<file path="src/rtl/swervolf_gpio_bank.sv">
// GPIO bank: synchronised, debounced and edge-detected inputs with pending/IRQ
// logic, plus masked-write registered outputs.
module swervolf_gpio_bank #(
  parameter int IN_WIDTH        = 16,
  parameter int OUT_WIDTH       = 16,
  parameter int SYNC_STAGES     = 2,
  parameter int DEBOUNCE_CYCLES = 250000,
  parameter logic [OUT_WIDTH-1:0] OUT_RESET = '0
) (
  input  logic                 clk,
  input  logic                 rstn,
  input  logic [IN_WIDTH-1:0]  i_pin,
  output logic [IN_WIDTH-1:0]  o_level,
  output logic [IN_WIDTH-1:0]  o_rise,
  output logic [IN_WIDTH-1:0]  o_fall,
  input  logic [IN_WIDTH-1:0]  i_rise_en,
  input  logic [IN_WIDTH-1:0]  i_fall_en,
  input  logic [IN_WIDTH-1:0]  i_irq_en,
  input  logic [IN_WIDTH-1:0]  i_pend_clr,
  output logic [IN_WIDTH-1:0]  o_pending,
  output logic                 o_irq,
  input  logic [OUT_WIDTH-1:0] i_out,
  input  logic [OUT_WIDTH-1:0] i_out_mask,
  input  logic                 i_out_we,
  output logic [OUT_WIDTH-1:0] o_pin
);

  localparam int CW = $clog2(DEBOUNCE_CYCLES + 1);
  localparam logic [CW-1:0] CNT_LAST = CW'(DEBOUNCE_CYCLES - 1);

  logic [IN_WIDTH-1:0] sync_q [SYNC_STAGES];
  logic [IN_WIDTH-1:0] s;
  logic [CW-1:0]       cnt      [IN_WIDTH];
  logic [CW-1:0]       cnt_next [IN_WIDTH];
  logic [IN_WIDTH-1:0] level_next;
  logic [IN_WIDTH-1:0] rise_next;
  logic [IN_WIDTH-1:0] fall_next;

  always_ff @(posedge clk or negedge rstn) begin
    if (!rstn) begin
      for (int k = 0; k < SYNC_STAGES; k++) sync_q[k] <= '0;
    end else begin
      sync_q[0] <= i_pin;
      for (int k = 1; k < SYNC_STAGES; k++) sync_q[k] <= sync_q[k-1];
    end
  end

  assign s = sync_q[SYNC_STAGES-1];

  // A change is accepted only after it has been stable for the full count.
  always_comb begin
    level_next = o_level;
    rise_next  = '0;
    fall_next  = '0;
    for (int i = 0; i < IN_WIDTH; i++) begin
      cnt_next[i] = '0;
      if (s[i] != o_level[i]) begin
        if (cnt[i] == CNT_LAST) begin
          level_next[i] = s[i];
          rise_next[i]  = s[i];
          fall_next[i]  = ~s[i];
        end else begin
          cnt_next[i] = cnt[i] + CW'(1);
        end
      end
    end
  end

  always_ff @(posedge clk or negedge rstn) begin
    if (!rstn) begin
      for (int i = 0; i < IN_WIDTH; i++) cnt[i] <= '0;
      o_level   <= '0;
      o_rise    <= '0;
      o_fall    <= '0;
      o_pending <= '0;
      o_irq     <= 1'b0;
    end else begin
      for (int i = 0; i < IN_WIDTH; i++) cnt[i] <= cnt_next[i];
      o_level   <= level_next;
      o_rise    <= rise_next;
      o_fall    <= fall_next;
      o_pending <= (o_pending & ~i_pend_clr) | (rise_next & i_rise_en)
                 | (fall_next & i_fall_en);
      o_irq     <= |(o_pending & i_irq_en);
    end
  end

  always_ff @(posedge clk or negedge rstn) begin
    if (!rstn) begin
      o_pin <= OUT_RESET;
    end else if (i_out_we) begin
      o_pin <= (o_pin & ~i_out_mask) | (i_out & i_out_mask);
    end
  end

endmodule

</file>
<file path="config.mk">
export PLATFORM = sky130hd
export DESIGN_NAME = swervolf_gpio_bank
export DESIGN_NICKNAME = d
export VERILOG_FILES = /design/src/rtl/swervolf_gpio_bank.sv
export SDC_FILE = /design/constraint.sdc
export NUM_CORES = 1
export LEC_CHECK = 0
export ABC_CLOCK_PERIOD_IN_PS = 2400
export CAP_MARGIN = 20
export CORE_MARGIN = 2
export CORE_UTILIZATION = 57
export CTS_BUF_LIST = sky130_fd_sc_hd__clkbuf_8 sky130_fd_sc_hd__clkbuf_16
export DETAILED_ROUTE_END_ITERATION = 10
export HOLD_SLACK_MARGIN = 0.03
export PLACE_DENSITY_LB_ADDON = 0.05
export SLEW_MARGIN = 20
export SYNTH_ARGS = -nofsm -noshare
export SYNTH_HDL_FRONTEND = slang
export SYNTH_SLANG_ARGS = --single-unit
export TNS_END_PERCENT = 50
</file>
<file path="constraint.sdc">
create_clock -name clk -period 2.4 [get_ports clk]
set_input_delay 0.48 -clock clk [delete_from_list [all_inputs] [get_ports clk]]
set_output_delay 0.48 -clock clk [all_outputs]
set_load 0.01 [all_outputs]
</file>
# == Yosys cells after proc, flatten, opt, wreduce, memory -nomap -nowiden ==
# Index checks and enable logic that the tools add are counted.
# totals
reg_bits,401
out_inout_bits,81
wordCells,227
# classes
n_addsub,16
eq_ne,32
n_mux,96
bitwise,27
reduce_logical,17
# ops
cell,n
18-bit two-way mux,32
"18-bit by 1-bit adder with 18-bit output, second input constant",16
"18-bit == test, second input constant",16
16-bit AND,6
1-bit two-way mux,64
16-bit bitwise OR,3
16-bit inverter,2
2-bit AND reduction,16
1-bit != test,16
1-bit inverter,16
16-bit OR reduction,1

# == Logic depth before layout (Yosys ltp) ==
# Gate-level depths: netlist of run 1.
# logic_depth
word_depth,6
depth_mapped,7

# == Worst setup path before layout of run 1 ==
# No wires, ideal clock.
# synth_path
path_kind,register to register
start,register cnt[54] (netlist bit)
end,register cnt[62] (netlist bit)
setup_ps,121
arrival_ps,1791
setup_slack_ps,488
stages_incl_launch_ff,7
path_cell_list,dfrtp_1 ha_1 nand3_2 or4_1 o21ai_2 buf_2 nor2_1
# synth_lines
item,line,text
"start, declared",33,logic [CW-1:0] cnt [IN_WIDTH];

==> results by group, run 1 <==
Clocking
  • Sinks on Clock Net: 401
  • H-tree levels: 2
  • Worst-path clk slew: 0.06 ns
  • CTS tree: built
  • Clock buffer depth: 3
  • Clk root buf: clkbuf_16
  • CTS-repair resized insts: 0
  • Clock buffer count from CTS: 42
  • Clk_lat worst skew: 0.53 ns

Floorplan
  • # IOs: 196
  • Die footprint: 0.0336 mm2
  • Core area: 0.0316 mm2
  • Rows: 65
  • Starting Density: 58.0%
  • Die Wd: 183 um
  • Die height: 183 um

Hold path
  • Hold WC Path Type: flip-flop to flip-flop

Layout
  • Filler Cell Count: 2,360
  • Most common cell after layout, fill and taps aside: dfrtp_1
  • Share of layout cells above drive strength 1: 7.00%
  • Most frequent cells in the layout: dfrtp_1 (401), nor2_1 (305), clkdlybuf4s50_1 (194)
  • Ant diodes: 0
  • Layout area overhead: 22.0%
  • Post-route cell area: 0.0224 mm2
  • Final #Nets: 2,185

GRT
  • First-pass GRT wire length: 64,200 um
  • Total congestion overflow: 0
  • Largest net degree at the start of global routing: 73
  • Vias in the first global route: 13,700
  • Antenna violations before repair: 0
  • Overall routing resource usage: 22.8%

Timing
  • Worst Skew: 0.0124 ns
  • Setup tns final: 0 ns
  • RSZ-0062 raised after global routing: false
  • Final Cycle Share: 90.0%
  • Slew margin rel.: 55.3%
  • Hold Fails Final Rpt: 0
  • Fmax: 463 MHz
  • Final setup viols: 0
  • Slew Limit Fails: 0
  • Worst-Margin Slew: 0.664 ns
  • Min Clock Period, post-route: 2.16 ns

Power
  • Pleak: 9.07 nW
  • VDD IR max: 519 uV
  • Pwr dens: 632 mW/mm2

Yosys
  • Mapped Area: 0.0183 mm2
  • Net Count, Synth: 1,941
  • Mux contribution to synthesized area: 1.04%
  • Flops & latches, synth: 401
  • Synthesis Warnings: 0
  • Post-Syn Instances: 1,810
  • Ys flop type: dfrtp_1
  • Largest family of logic cells by synthesized area: simple AND/OR/NAND/NOR gates
  • Seq/Total Area, Yosys: 54.7%
  • Compound-Gate Fraction of Synth Area: 4.80%
  • Netlist cell types: 49
  • Synth Area in XOR/XNOR: 11.6%
  • Adder-Cell Fraction of Synth Area: 1.09%
  • Number of synthesized flops with an enable pin: 0
  • Synth Area in Simple Gates: 24.5%
  • Synth async-reset ratio: 100%
  • Syn Area/Cell: 10.1 um2

Place
  • Hpwl dp: 26,500 um
  • Placed cell areas: 0.0210 mm2
  • Gpl congestion: 0.826
  • I/O Buffers: 195

Drt
  • Antenna-violating nets left: 0
  • Routed WL: 37,700 um
  • Top sig layer: met4
  • # DRC: 0
  • M1 WL: 16,900 um
  • Met3 wire len: 1490 um
  • Vias: 14,000
  • Met2 Wirelength: 18,400 um
  • Vias/cell: 5.63
  • Initial DRC count: 819
  • WL/cell: 15.2 um
  • First drt pass iteration count: 8

Critical path
  • Crit path kind: flip-flop to flip-flop
  • Crit-path max FO: 9
  • CP arrival: 2.57 ns
  • Worst Setup End Kind: flip-flop
  • CP required: 2.81 ns
  • CP Launch Type: flip-flop

Run status
  • Status: finished, final reports clean

Run
  • Max-cap check violation count: 0
what timing repair did:
action | CTS | global route
hold buffers | 1 | 0
endpoints found under the hold margin | 38 | 0
setup buffers | 0 | 0
critical path, stage by stage, from the launching register on:
cell     delay (ns)
dfrtp_1        0.40
ha_1           0.23
nand3_2        0.17
or4_1          0.56
o21ai_2        0.38
buf_4          0.24
nor2_1         0.06
worst paths after layout:
kind	start	endpoint	slack, ns	cells past startpoint
worst max-delay path	cnt[162]	cnt[164]	0.24	6
worst min-delay path	sync_q[19]	s[3]	0.34	0
worst max register to register	cnt[162]	cnt[164]	0.24	6
worst min register to register	sync_q[19]	s[3]	0.34	0
max in group asynchronous	rstn	cnt[226]	1.20	3
min in group asynchronous	rstn	cnt[156]	0.46	2
cells by family (layout without fill, tap and decap cells):
family,count (synthesis),count (layout)
buf+inv,106,381
simple gates,887,887
xor+xnor,242,242
flops,401,401
compound gates,141,141
mux,17,17
fa+ha+maj,16,16
layer usage:
layer	track usage, %	vias up
met1	31.4	6839
li1	-	6853
met2	37.7	256
met3	3.57	61
met5	0	-
met4	6.46	0
state kept, by name, summed over array words and instances, names as in the netlist, named ones only:
| register | count |
|---|---|
| o_pending | 16 |
| cnt | 288 |
| o_irq | 1 |
| sync_q | 16 |
| o_fall | 16 |
| s | 16 |
| o_level | 16 |
| o_rise | 16 |
synthesized netlist by cell type, types with 2 or more instances:
library cell / number / area share (%)
or2_2: 13 / 0.44
a31oi_1: 16 / 0.55
nor2b_1: 7 / 0.24
nor3_1: 73 / 2.0
nand3_1: 100 / 2.7
inv_1: 79 / 1.6
clkbuf_1: 19 / 0.39
o22ai_1: 16 / 0.55
buf_2: 6 / 0.16
a21oi_1: 23 / 0.63
and3_1: 46 / 1.6
ha_1: 16 / 1.1
a221oi_1: 4 / 0.19
nor4_1: 84 / 2.9
a22o_1: 4 / 0.19
mux2_2: 16 / 0.98
o221ai_1: 4 / 0.19
nand3b_1: 4 / 0.16
nand3_2: 3 / 0.16
nand4_1: 88 / 3.0
o21ai_4: 2 / 0.18
o31ai_1: 7 / 0.29
xor2_1: 59 / 2.8
nor2_1: 305 / 6.2
dfrtp_1: 401 / 55
nor4bb_1: 5 / 0.27
o21ai_1: 13 / 0.35
or4_1: 22 / 0.90
o21ai_2: 2 / 0.096
nor3b_1: 20 / 0.82
nand2_1: 86 / 1.8
buf_4: 2 / 0.082
o21ai_0: 39 / 1.1
nor4b_1: 5 / 0.24
or3_1: 14 / 0.48
nand2b_1: 2 / 0.068
xnor2_1: 183 / 8.7
a31o_2: 8 / 0.38
and4_1: 4 / 0.19
report_power, final:
| part | leakage [nW] | switching [W] | internal (W) |
|---|---|---|---|
| registers | 5.45 | 0.000112 | 0.00690 |
| logic | 2.89 | 0.000360 | 0.000386 |
| clock network | 0.723 | 0.00256 | 0.00382 |
cell type report:
type                    count  area, um2  area share (%)
clock inverters            19        121           0.543
repair buffers            227       2250            10.1
clock buffers              56       1280            5.71
multi-input cells        1303       7890            35.3
flip-flops and latches    401      10000            44.9
inverters                  79        297            1.33
well taps                 402        503            2.25
through the flow:
stage          setup slack [ns]  hold slack [ns]  util, %  power [W]  instances
3_5_place_dp              0.248            0.337     66.3    0.00788       2411
4_1_cts                   0.229            0.346     70.7     0.0143       2487
6_report                  0.241            0.341     70.7     0.0141       2487
5_1_grt                  0.0791            0.347     70.7     0.0147       2487
2_1_floorplan             0.488            0.184        -    0.00736       1810
3_3_place_gp              0.278            0.332     66.3    0.00786       2411
No activity file was read; power rests on OpenSTA's default activity.
==> inputs of run 2 (changes only) <==
Settings changed: CTS_BUF_LIST sky130_fd_sc_hd__clkbuf_8 sky130_fd_sc_hd__clkbuf_16 to sky130_fd_sc_hd__clkbuf_16.
==> results by group, run 2 (synthesized netlist as in run 1, its figures left out) <==
Layout
  • Most common cell after layout, fill and taps aside: dfrtp_1
  • Ant diodes: 0 (unchanged)
  • Most frequent cells in the layout: dfrtp_1 (401), nor2_1 (305), clkdlybuf4s50_1 (194)
  • Reg with most FFs: cnt
  • Layout area overhead: 21.4%
  • Share of layout cells above drive strength 1: 6.47% (-0.53 points)
  • Largest register FFs: 288 (unchanged)
  • Final #Nets: 2,185 (unchanged)

Power
  • Pleak: 9.01 nW (-0.68%)
  • VDD IR max: 519 uV (about the same)
  • Pwr dens: 619 mW/mm2 (-2.1%)

Critical path
  • Cell Chain, Critical Path: ha_1, nand3_2, or4_1, o21ai_2, buf_4, nor2_1
  • CP required: 2.81 ns (about the same)
  • CP max stage cell: or4_1
  • Buf+Inv Stages, Crit Path: 1 (unchanged)
  • Setup crit start: cnt[162]
  • Crit-path leading delay family: simple AND/OR/NAND/NOR gates
  • Worst path max stage delay: 0.56 ns (about the same)
  • End point of the critical path: cnt[164]
  • Crit-path max FO: 9 (unchanged)
  • R2R depth: 6 (unchanged)
  • Worst r2r dst: cnt[164]
  • CP arrival: 2.57 ns (about the same)
  • Worst reg2reg setup slack: 0.24 ns (about the same)
  • CP Launch Type: flip-flop
  • RR Startpoint: cnt[162]
  • Crit path kind: flip-flop to flip-flop
  • Worst Setup End Kind: flip-flop
  • Worst path depth: 6 (unchanged)

Timing
  • Final setup viols: 0 (unchanged)
  • Setup tns final: 0 ns (unchanged)
  • RSZ-0062 raised after global routing: false
  • Final Cycle Share: 90.0% (about the same)
  • Slew margin rel.: 55.3% (about the same)
  • Fmax: 463 MHz (about the same)
  • Min Clock Period, post-route: 2.16 ns (-0.0000140 ns)
  • Hold Fails Final Rpt: 0 (unchanged)
  • Final worst slack: 0.241 ns (+0.0000140 ns)
  • Slew Limit Fails: 0 (unchanged)
  • Worst-Margin Slew: 0.664 ns (-0.000190 ns)
  • Worst Skew: 0.0151 ns (+0.00278 ns)

Hold path
  • Hold WC Path Type: flip-flop to flip-flop

GRT
  • Largest net degree at the start of global routing: 73 (unchanged)
  • Antenna violations before repair: 0 (unchanged)
  • First-pass GRT wire length: 64,200 um (about the same)
  • Total congestion overflow: 0 (unchanged)
  • Vias in the first global route: 13,600 (-0.23%)
  • Overall routing resource usage: 22.8% (about the same)

Floorplan
  • Core area: 0.0316 mm2 (unchanged)
  • Die Wd: 183 um (unchanged)
  • Die height: 183 um (unchanged)
  • # IOs: 196 (unchanged)
  • Starting Density: 58.0% (unchanged)
  • Die footprint: 0.0336 mm2 (unchanged)
  • Rows: 65 (unchanged)

Clocking
  • Sinks on Clock Net: 401 (unchanged)
  • Clock buffer depth: 3 (unchanged)
  • Clk_lat worst skew: 0.53 ns (about the same)
  • H-tree levels: 2 (unchanged)
  • CTS tree: built
  • Clk root buf: clkbuf_16
  • Worst-path clk slew: 0.06 ns (about the same)
  • Clock buffer count from CTS: 42 (unchanged)

Drt
  • Antenna-violating nets left: 0 (unchanged)
  • WL/cell: 15.2 um (about the same)
  • # DRC: 0 (unchanged)
  • Routed WL: 37,700 um (about the same)
  • Initial DRC count: 811 (-0.98%)
  • Vias/cell: 5.61 (-0.36%)
  • Vias: 14,000 (-0.36%)
  • First drt pass iteration count: 5 (-3)

Run
  • Max-cap check violation count: 0 (unchanged)

Run status
  • Status: finished, final reports clean

Place
  • I/O Buffers: 195 (unchanged)
  • Dpl ws: 0.248 ns (unchanged)
  • Gpl congestion: 0.826 (unchanged)
  • Hpwl dp: 26,500 um (unchanged)
run 2: final cells by class:
cell class | count | area [um2]
Multi-Input combinational cell | 1303 | 7890
Inverter | 79 | 297
Clock inverter | 30 | 163
Fill cell | 2381 | 9380
Timing Repair Buffer | 227 | 2250
Sequential cell | 401 | 10000
Clock buffer | 45 | 1130
Tap cell | 402 | 503
run 2: layer usage:
metal	GRT usage [%]	vias to the layer above	share of wire, %
met1	31.4	6828	45
li1	-	6855	-
met5	0	-	0
met2	37.7	219	49
met3	3.57	57	3.6
met4	6.43	0	2.3
run 2: timing repair:
item | CTS | global route
endpoints found under the hold margin | 38 | 0
buffers inserted | 0 | 0
resized for setup | 0 | 0
hold buffers | 1 | 0
run 2: worst min-delay path by stage:
stage                     from   endpoint  slack, ns  depth (start not counted)
floorplan                 rstn  async pin       0.18                          0
detailed placement  sync_q[24]       s[8]       0.34                          0
CTS                 sync_q[24]       s[8]       0.35                          0
global placement    sync_q[18]       s[2]       0.33                          0
finish              sync_q[24]       s[8]       0.34                          0
global route        sync_q[19]       s[3]       0.35                          0
run 2: worst reg2reg max path, cell delays in order, from the launching register on:
cell     delay, ns
dfrtp_1       0.40
ha_1          0.23
nand3_2       0.17
or4_1         0.56
o21ai_2       0.38
buf_4         0.24
nor2_1        0.06
run 2: stage by stage:
stage          std cells  power (W)  hold WS (ns)  cell area [um2]  utilization, %
2_1_floorplan       1810    0.00736         0.184            18300               -
3_3_place_gp        2411    0.00786         0.332            21000            66.3
3_5_place_dp        2411    0.00788         0.337            21000            66.3
4_1_cts             2487     0.0139         0.345            22300            70.4
5_1_grt             2487     0.0143         0.347            22300            70.4
6_report            2487     0.0138         0.341            22300            70.4
run 2: where the power goes:
part	internal, W	switching (W)
clock	0.00347	0.00255
sequential	0.00690	0.000112
combinational	0.000386	0.000360
total	0.0108	0.00302
==> inputs of run 3 (changes only) <==
Settings changed: MAX_ROUTING_LAYER set to met4.
==> results by group, run 3 (synthesized netlist as in run 1, its figures left out) <==
Layout
  • Largest register FFs: 288 (unchanged)
  • Ant diodes: 0 (unchanged)
  • Layout area overhead: 21.4% (unchanged)
  • Share of layout cells above drive strength 1: 6.47% (unchanged)
  • Filler Cell Count: 2,381 (unchanged)
  • Area of the multi-input gates: 0.00789 mm2 (unchanged)
  • Most frequent cells in the layout: dfrtp_1 (401), nor2_1 (305), clkdlybuf4s50_1 (194)
  • Most common cell after layout, fill and taps aside: dfrtp_1
  • Reg with most FFs: cnt
  • Post-route cell area: 0.0223 mm2 (unchanged)
  • Final #Nets: 2,185 (unchanged)
  • Register cell area after layout: 0.0100 mm2 (unchanged)

Critical path
  • CP arrival: 2.56 ns (about the same)
  • Worst reg2reg setup slack: 0.25 ns (about the same)
  • CP Launch Type: flip-flop
  • R2R depth: 6 (unchanged)
  • RR Startpoint: cnt[162]
  • CP max stage cell: or4_1
  • Cell Chain, Critical Path: ha_1, nand3_2, or4_1, o21ai_2, buf_4, nor2_1
  • Crit-path leading delay family: simple AND/OR/NAND/NOR gates
  • CP required: 2.81 ns (about the same)
  • Crit path kind: flip-flop to flip-flop
  • Buf+Inv Stages, Crit Path: 1 (unchanged)
  • Worst Setup End Kind: flip-flop
  • Setup crit start: cnt[162]
  • Worst path max stage delay: 0.56 ns (about the same)
  • Crit-path max FO: 9 (unchanged)
  • Worst r2r dst: cnt[164]

Floorplan
  • # IOs: 196 (unchanged)
  • Die height: 183 um (unchanged)
  • Die Wd: 183 um (unchanged)
  • Die footprint: 0.0336 mm2 (unchanged)
  • Starting Density: 58.0% (unchanged)
  • Core area: 0.0316 mm2 (unchanged)
  • Rows: 65 (unchanged)

Clocking
  • Clock buffer count from CTS: 42 (unchanged)
  • H-tree levels: 2 (unchanged)
  • Clk_lat worst skew: 0.53 ns (about the same)
  • Clock buffer depth: 3 (unchanged)
  • CTS-repair resized insts: 0 (unchanged)
  • Clk root buf: clkbuf_16
  • CTS tree: built
  • Sinks on Clock Net: 401 (unchanged)
  • Worst-path clk slew: 0.06 ns (about the same)

Timing
  • Worst-Margin Slew: 0.666 ns (+0.00173 ns)
  • RSZ-0062 raised after global routing: false
  • Final Cycle Share: 89.6% (-0.34 points)
  • Hold Fails Final Rpt: 0 (unchanged)
  • Final setup viols: 0 (unchanged)
  • Fmax: 465 MHz (+0.37%)
  • Slew margin rel.: 55.6% (+0.29 points)
  • Min Clock Period, post-route: 2.15 ns (-0.00804 ns)
  • Slew Limit Fails: 0 (unchanged)
  • Setup tns final: 0 ns (unchanged)
  • Worst Skew: 0.0145 ns (-0.000634 ns)

Power
  • Sw power: 0.00301 W (-0.40%)
  • Comb pwr share: 5.4% (about the same)
  • VDD IR max: 516 uV (-0.64%)
  • Sequential share of power: 50.9% (about the same)
  • Pwr dens: 618 mW/mm2 (about the same)
  • Pleak: 9.01 nW (unchanged)
  • Internal power: 0.0108 W (about the same)
  • Clk pwr share: 43.6% (about the same)
  • Net Sw Frac: 21.8% (-0.069 points)

Drt
  • First drt pass iteration count: 5 (unchanged)
  • Initial DRC count: 779 (-3.9%)
  • M1 WL: 17,100 um (-0.50%)
  • Routed WL: 37,700 um (about the same)
  • Vias/cell: 5.61 (-0.10%)
  • Met2 Wirelength: 18,300 um (-0.20%)
  • Top sig layer: met4
  • Met3 wire len: 1430 um (+6.4%)
  • # DRC: 0 (unchanged)
  • WL/cell: 15.2 um (about the same)
  • Antenna-violating nets left: 0 (unchanged)
  • Vias: 13,900 (-0.10%)

Place
  • Gpl congestion: 0.844 (+2.1%)
  • Hpwl dp: 26,500 um (unchanged)
  • Placed cell areas: 0.0210 mm2 (unchanged)
  • I/O Buffers: 195 (unchanged)

GRT
  • Antenna violations before repair: 0 (unchanged)
  • First-pass GRT wire length: 64,200 um (about the same)
  • Total congestion overflow: 0 (unchanged)
  • Vias in the first global route: 13,600 (unchanged)
  • Largest net degree at the start of global routing: 73 (unchanged)
  • Overall routing resource usage: 23.5% (+0.70 points)

Hold path
  • Hold endpoint: s[3]
  • HP Start: sync_q[19]
  • Hold Crit Depth: 0 (unchanged)
  • Hold WC Path Type: flip-flop to flip-flop

Run status
  • Status: finished, final reports clean

Run
  • Max-cap check violation count: 0 (unchanged)
==> run 3: cell counts in the layout (fill, tap and decap cells not counted) <==
No cell type changed its count.
==> run 3: power by group through the flow <==
stage / sequential (W) / combinational, W / clock [W]
2_1_floorplan: 0.00712 / 0.000236 / 0
3_3_place_gp: 0.00712 / 0.000746 / 0
3_5_place_dp: 0.00713 / 0.000756 / 0
4_1_cts: 0.00701 / 0.000763 / 0.00617
5_1_grt: 0.00702 / 0.000830 / 0.00648
6_report: 0.00701 / 0.000746 / 0.00600
==> run 3: repair_timing <==
item                      4_1_cts  5_1_grt
hold buffers                    1        0
buffers inserted                0        0
hold endpoints to repair       38        0
==> run 3: worst max-delay path by stage <==
stage	slack, ns	end	cells after the start
final	0.25	cnt[164]	6
after CTS	0.23	cnt[164]	6
after floorplan	0.49	cnt[62]	6
after global placement	0.28	o_irq	4
after detailed placement	0.25	cnt[166]	6
after global routing	0.08	cnt[167]	6
==> run 3: layout make-up <==
type                            instances  share of cell area, %
Sequential cell                       401                   45.1
Multi-Input combinational cell       1303                   35.4
Timing Repair Buffer                  227                   10.1
Clock buffer                           45                   5.06
Tap cell                              402                   2.26
Inverter                               79                   1.33
Clock inverter                         30                  0.731
==> run 3: layer usage <==
metal	vias up	GRT usage, %
met1	6773	31.5
met5	-	-
met2	252	37.7
met4	0	6.43
li1	6856	-
met3	64	3.47
==> run 3: through the flow <==
stage / utilization [%] / hold slack (ns) / power (W) / setup slack [ns] / instances
2_1_floorplan: - / 0.184 / 0.00736 / 0.488 / 1810
3_3_place_gp: 66.3 / 0.332 / 0.00786 / 0.278 / 2411
3_5_place_dp: 66.3 / 0.337 / 0.00788 / 0.248 / 2411
4_1_cts: 70.4 / 0.345 / 0.0139 / 0.228 / 2487
5_1_grt: 70.4 / 0.348 / 0.0143 / 0.0843 / 2487
6_report: 70.4 / 0.343 / 0.0138 / 0.249 / 2487
